--- src/rtl/data.sv ---
// Shared definitions for the camera capture path: nominal sensor geometry and
// the capture FSM state encoding.
package data;
   localparam int CAMERA_WIDTH  = 320;
   localparam int CAMERA_HEIGHT = 240;

   // BYTE_HI / BYTE_LO name the next byte expected within a row.
   typedef enum logic [2:0] {
      SYNC_WAIT,
      VBLANK,
      HBLANK,
      BYTE_HI,
      BYTE_LO
   } capture_state_t;
endpackage

--- src/rtl/camera_capture_byte_pair_assembler.sv ---
// Pairs consecutive row bytes into one 16-bit word. The phase restarts whenever
// the byte stream pauses, so every row begins on a high byte.
module byte_pair_assembler (
   input  logic        clk,
   input  logic        rst_n,
   input  logic        take,
   input  logic [7:0]  byte_in,
   output logic [15:0] word,
   output logic        pair
);
   logic [7:0] hi_q;
   logic       phase_q;

   always_ff @(posedge clk or negedge rst_n) begin
      if (!rst_n) begin
         hi_q    <= '0;
         phase_q <= 1'b0;
      end else begin
         if (take && !phase_q) hi_q <= byte_in;
         phase_q <= take ? ~phase_q : 1'b0;
      end
   end

   assign word = {hi_q, byte_in};
   assign pair = take & phase_q;
endmodule

--- src/rtl/camera_capture.sv ---
// OV7670 byte stream to RGB565 pixels with frame coordinates, plus per-frame
// completion and integrity status.
module camera_capture
   import data::*;
#(
   parameter int FRAME_WIDTH  = CAMERA_WIDTH,
   parameter int FRAME_HEIGHT = CAMERA_HEIGHT
) (
   input  logic        pixel_clock_in,
   input  logic        rst_n_in,
   input  logic        cam_vsync_in,
   input  logic        cam_href_in,
   input  logic [7:0]  cam_data_in,
   output logic [9:0]  frame_x_count,
   output logic [8:0]  frame_y_count,
   output logic [15:0] pixel_data,
   output logic        pixel_valid,
   output logic        frame_done,
   output logic        frame_error
);
   localparam logic [10:0] WIDTH_L  = 11'(FRAME_WIDTH);
   localparam logic [9:0]  HEIGHT_L = 10'(FRAME_HEIGHT);
   localparam logic [9:0]  X_MAX    = 10'h3FF;
   localparam logic [8:0]  Y_MAX    = 9'h1FF;

   capture_state_t state;
   logic        vsync_q, href_q;
   logic [7:0]  data_q;
   logic        inc_pend, err_acc;
   logic        take, pair, in_row, row_bad;
   logic [15:0] word;
   logic [10:0] row_px;
   logic [9:0]  rows;

   // x advances one cycle after the strobe so the strobe carries its own x.
   assign in_row  = (state == BYTE_HI) || (state == BYTE_LO);
   assign take    = (in_row || state == HBLANK) && href_q && !vsync_q;
   assign row_px  = {1'b0, frame_x_count} + {10'd0, inc_pend};
   assign row_bad = (row_px != WIDTH_L) || (state == BYTE_LO);
   assign rows    = {1'b0, frame_y_count} + {9'd0, in_row};

   byte_pair_assembler u_pair (
      .clk     (pixel_clock_in),
      .rst_n   (rst_n_in),
      .take    (take),
      .byte_in (data_q),
      .word    (word),
      .pair    (pair)
   );

   always_ff @(posedge pixel_clock_in or negedge rst_n_in) begin
      if (!rst_n_in) begin
         vsync_q       <= 1'b0;
         href_q        <= 1'b0;
         data_q        <= '0;
         state         <= SYNC_WAIT;
         frame_x_count <= '0;
         frame_y_count <= '0;
         pixel_data    <= '0;
         pixel_valid   <= 1'b0;
         frame_done    <= 1'b0;
         frame_error   <= 1'b0;
         inc_pend      <= 1'b0;
         err_acc       <= 1'b0;
      end else begin
         vsync_q     <= cam_vsync_in;
         href_q      <= cam_href_in;
         data_q      <= cam_data_in;
         pixel_valid <= 1'b0;
         frame_done  <= 1'b0;
         inc_pend    <= 1'b0;
         if (inc_pend && frame_x_count != X_MAX) frame_x_count <= frame_x_count + 10'd1;
         case (state)
            SYNC_WAIT: if (vsync_q) state <= VBLANK;
            VBLANK: begin
               frame_x_count <= '0;
               frame_y_count <= '0;
               if (!vsync_q) state <= HBLANK;
            end
            default: begin
               if (vsync_q) begin
                  state         <= VBLANK;
                  frame_x_count <= '0;
                  frame_y_count <= '0;
                  err_acc       <= 1'b0;
                  if (frame_y_count != '0 || in_row) begin
                     frame_done  <= 1'b1;
                     frame_error <= err_acc || (in_row && row_bad) || (rows != HEIGHT_L);
                  end
               end else if (pair) begin
                  pixel_data  <= word;
                  pixel_valid <= ({1'b0, frame_x_count} < WIDTH_L) &&
                                 ({1'b0, frame_y_count} < HEIGHT_L);
                  inc_pend    <= 1'b1;
                  state       <= BYTE_HI;
               end else if (href_q) begin
                  state <= BYTE_LO;
               end else if (in_row) begin
                  // End of row; an odd byte count lands here from BYTE_LO.
                  frame_x_count <= '0;
                  if (frame_y_count != Y_MAX) frame_y_count <= frame_y_count + 9'd1;
                  err_acc <= err_acc || row_bad;
                  state   <= HBLANK;
               end
            end
         endcase
      end
   end
endmodule

--- config.mk ---
export PLATFORM = sky130hd
export DESIGN_NAME = camera_capture
export DESIGN_NICKNAME = d
export VERILOG_FILES = /design/src/rtl/data.sv /design/src/rtl/camera_capture_byte_pair_assembler.sv /design/src/rtl/camera_capture.sv
export SDC_FILE = /design/constraint.sdc
export NUM_CORES = 1
export LEC_CHECK = 0
export ABC_AREA = 1
export BUFFER_PORTS_ARGS = -buffer_cell sky130_fd_sc_hd__buf_2
export CAP_MARGIN = 20
export CORE_ASPECT_RATIO = 1.4
export CORE_MARGIN = 10
export CORE_UTILIZATION = 57
export CTS_CLUSTER_DIAMETER = 50
export CTS_CLUSTER_SIZE = 12
export DETAILED_ROUTE_END_ITERATION = 8
export PLACE_DENSITY = 0.78
export SLEW_MARGIN = 10
export SYNTH_ARGS = -nofsm -noshare
export SYNTH_HDL_FRONTEND = slang
export SYNTH_SLANG_ARGS = --single-unit
--- constraint.sdc ---
create_clock -name pixel_clock_in -period 2.3 [get_ports pixel_clock_in]
set_input_delay 0.23 -clock pixel_clock_in [delete_from_list [all_inputs] [get_ports pixel_clock_in]]
set_output_delay 0.23 -clock pixel_clock_in [all_outputs]
set_load 0.1 [all_outputs]
==> reports/qor.csv <==
stage,metric,value,unit
sta,final_period_minus_worst_setup_slack,2.05,ns
setup_path,critical_path_buf_inv_count,0,
layout,num_antenna_cells,0,
routing,drtIter0Drc,225,
sta,hold_slack,0.383,ns
setup_path,critical-path-slowest-cell,dfrtp_2,
placement,dpl_worst_slack,0.272,ns
sta,timing_worst_slew_pin_value,0.494,ns
synth,synth_top_area_share,46.8,%
synth,synth_edf_count,0,
setup_path,critPathLaunchType,register,
clocking,insertion_delay,0.34,ns
sta,setup_viol,0,
layout,finalNetCount,490,
routing,postRouteWirelength,7600,um
clocking,htreeDepth,3,
placement,post_dp_cell_area,3610,sq um
synth,syn_area,3310,sq um
power_and_ir_drop,p_total,4.63,mW
sta,clock_skew,0.00428,ns
setup_path,setup.worst_path.class,register to register,
sta,postLayoutSetupSlackWorst,0.254,ns
synth,yosysWarningCount,0,
clocking,clk_transition_reported_paths,0.07,ns
sta,timing_hold_violations_final,0,
clocking,cts_post_setup_buffers_inserted,0,
power_and_ir_drop,max-vdd-ir-drop,0.836,mV
clocking,clk_path_buf_depth,2,
global_route,track_usage,17.1,%
synth,synth.ff_latch_count,62,
synth,synth.net_count,424,
routing,drc,0,
setup_path,worst-endpoint-arrival,2.31,ns
floorplan,floorplan.die.height,110,um
sta,fmax,489,MHz
sta,fin_tns_setup,0,ns
placement,routabilityCongestion,0.880,
floorplan,initial_utilization,59.5,%
power_and_ir_drop,power.density,1170,nW/um^2
placement,post-dp-hpwl,5610,um
routing,drt-wirelength-per-cell,14.0,um
routing,via_count,2824,
routing,routed_via_density,5.21,
sta,timing.slew.headroom,67.1,%
clocking,cts_bufs_inserted,9,
setup_path,critPathRequiredTime,2.56,ns
floorplan,core_area,5570,sq um
hold_path,holdCritPathClass,input port to asynchronous set/reset pin,
synth,netlist_top_cells_area,"dfrtp_1, nand2_1, inv_1",
placement,port-buffer-count,49,
synth,synth_top_cells_by_count,"nand2_1, dfrtp_1, inv_1",
sta,slew_viol_final,0,
floorplan,die_w,84.4,um
global_route,grt_pass1_vias,2910,
floorplan,pin_count,50,
synth,postSynthAreaPerCell,8.22,sq um
global_route,grt_max_degree,45,
setup_path,crit_path_max_incr_delay,0.48,ns
global_route,grt_pass1_wl,13200,um
setup_path,crit_path_max_fanout,10,
setup_path,critical_path_cell_sequence,"ha_1, nand2_1, nor3_1, ha_1, o21ai_0, nand4_4, nor2_1, nor2_1, a21oi_2",
clocking,cts.sinks,62,
layout,fin_util,71.2,%
synth,async_set_or_reset_register_ratio_after_synthesis,100,%
clocking,cts_tree,yes,
layout,fill_cells,454,
synth,post-synth-top-area-cell,dfrtp_1,
layout,final_layout_size_suffix_gt1_share,23.2,%
layout,area_grow_syn2layout,19.6,%
placement,dp_cells,515,
power_and_ir_drop,leakage,2.08,nW
run,maxCapViolCount,0,
synth,post_synth_num_cell_types,36,
layout,stdcell_count,542,
sta,rsz_0062_raised_after_global_routing,false,
floorplan,rows,32,
setup_path,largest_delay_contributor_family_on_the_critical_path,simple AND/OR/NAND/NOR gates,
global_route,grt_antenna_before_repair,0,
setup_path,critPathCaptureType,register,
routing,postRouteAntennaNets,0,
layout,final_instance_area,3960,sq um
floorplan,floorplan.die_area,9310,sq um
synth,synthesis.instances,403,
synth,synth.yosys.seq_area_share,46.8,%
routing,detail_route.first_pass.iterations,4,
status,outcome,completed,
synth,synth.most_common_cell,nand2_1,
clocking,clk_root_buffer_cell,clkbuf_8,
synth,synth_ff_type,dfrtp_1,
global_route,grt-ovfl-total,0,
sta,finalCritPeriodShare,89.0,%
[cells by family (layout without fill, tap and decap cells)]
| logic type | after synthesis | count (layout) | synth area share, % |
|---|---|---|---|
| and+or+nand+nor | 209 | 209 | 29.2 |
| buffers and inverters | 63 | 134 | 8.42 |
| DFF | 62 | 62 | 46.8 |
| AOI/OAI and AO/OA | 52 | 52 | 9.93 |
| adders and majority gates | 9 | 9 | 3.40 |
| xor gates and xnor gates | 7 | 7 | 1.85 |
| muxes | 1 | 1 | 0.340 |
[worst paths after layout]
check                                   start          endpoint  slack (ns)  cells after the start
min reg2reg                    u_pair.hi_q[5]    pixel_data[13]        0.47                      2
max reg2reg                  frame_y_count[0]  frame_y_count[0]        0.25                      9
max in group asynchronous            rst_n_in    u_pair.hi_q[5]        1.33                      3
max                          frame_y_count[0]  frame_y_count[0]        0.25                      9
min in group pixel_clock_in    u_pair.hi_q[5]    pixel_data[13]        0.47                      2
min                                  rst_n_in  frame_x_count[6]        0.38                      2
[sequential cells by signal, summed over array words and instances (netlist names), 3 cells and up]
register and cells:
pixel_data 16, frame_x_count 10, frame_y_count 9, data_q 8, u_pair.hi_q 8, state 3
[metal layers]
metal	global-route usage, %	up-vias	part of all wire (%)
li1	-	1414	-
met4	6.25	0	1.2
met1	19.1	1318	41
met3	6.17	9	7.7
met5	0	-	0
met2	29.5	83	50
[cells in the final DEF (no fill, tap or decap), types with 4 or more instances in the layout]
master,Yosys,routed
o21ai_2,9,9
nor2_4,4,4
nor3_1,6,6
dfrtp_2,0,7
a21oi_1,11,11
o21ai_1,8,8
dfrtp_1,62,55
inv_1,52,52
clkbuf_8,0,10
o21ai_0,13,13
nor2_1,38,38
dlygate4sd3_1,0,11
nand2_2,4,4
ha_1,9,9
nand2_1,113,113
nand3_1,25,25
xor2_1,7,7
nor2_2,5,5
buf_2,1,49
[cell type report]
cell class / count / area, sq um / area share (%)
clock buffers: 12 / 145 / 3.66
clock inverters: 4 / 95.1 / 2.40
inverters: 56 / 210 / 5.31
multi-input cells: 278 / 1480 / 37.4
flip-flops and latches: 62 / 1560 / 39.4
well taps: 68 / 85.1 / 2.15
repair buffers: 62 / 383 / 9.67
[where the power goes]
part	internal, mW	switching, mW	total (mW)
logic	0.404	1.56	1.96
clock network	0.749	0.411	1.16
registers	1.32	0.183	1.51
total	2.48	2.15	4.63
[repair_timing]
| item | 4_1_cts | 5_1_grt |
|---|---|---|
| resized for setup | 0 | 0 |
| hold buffers | 11 | 0 |
| endpoints found under the setup margin | 0 | 0 |
| hold endpoints to repair | 28 | 0 |
Power figures use the tool's default switching activity.
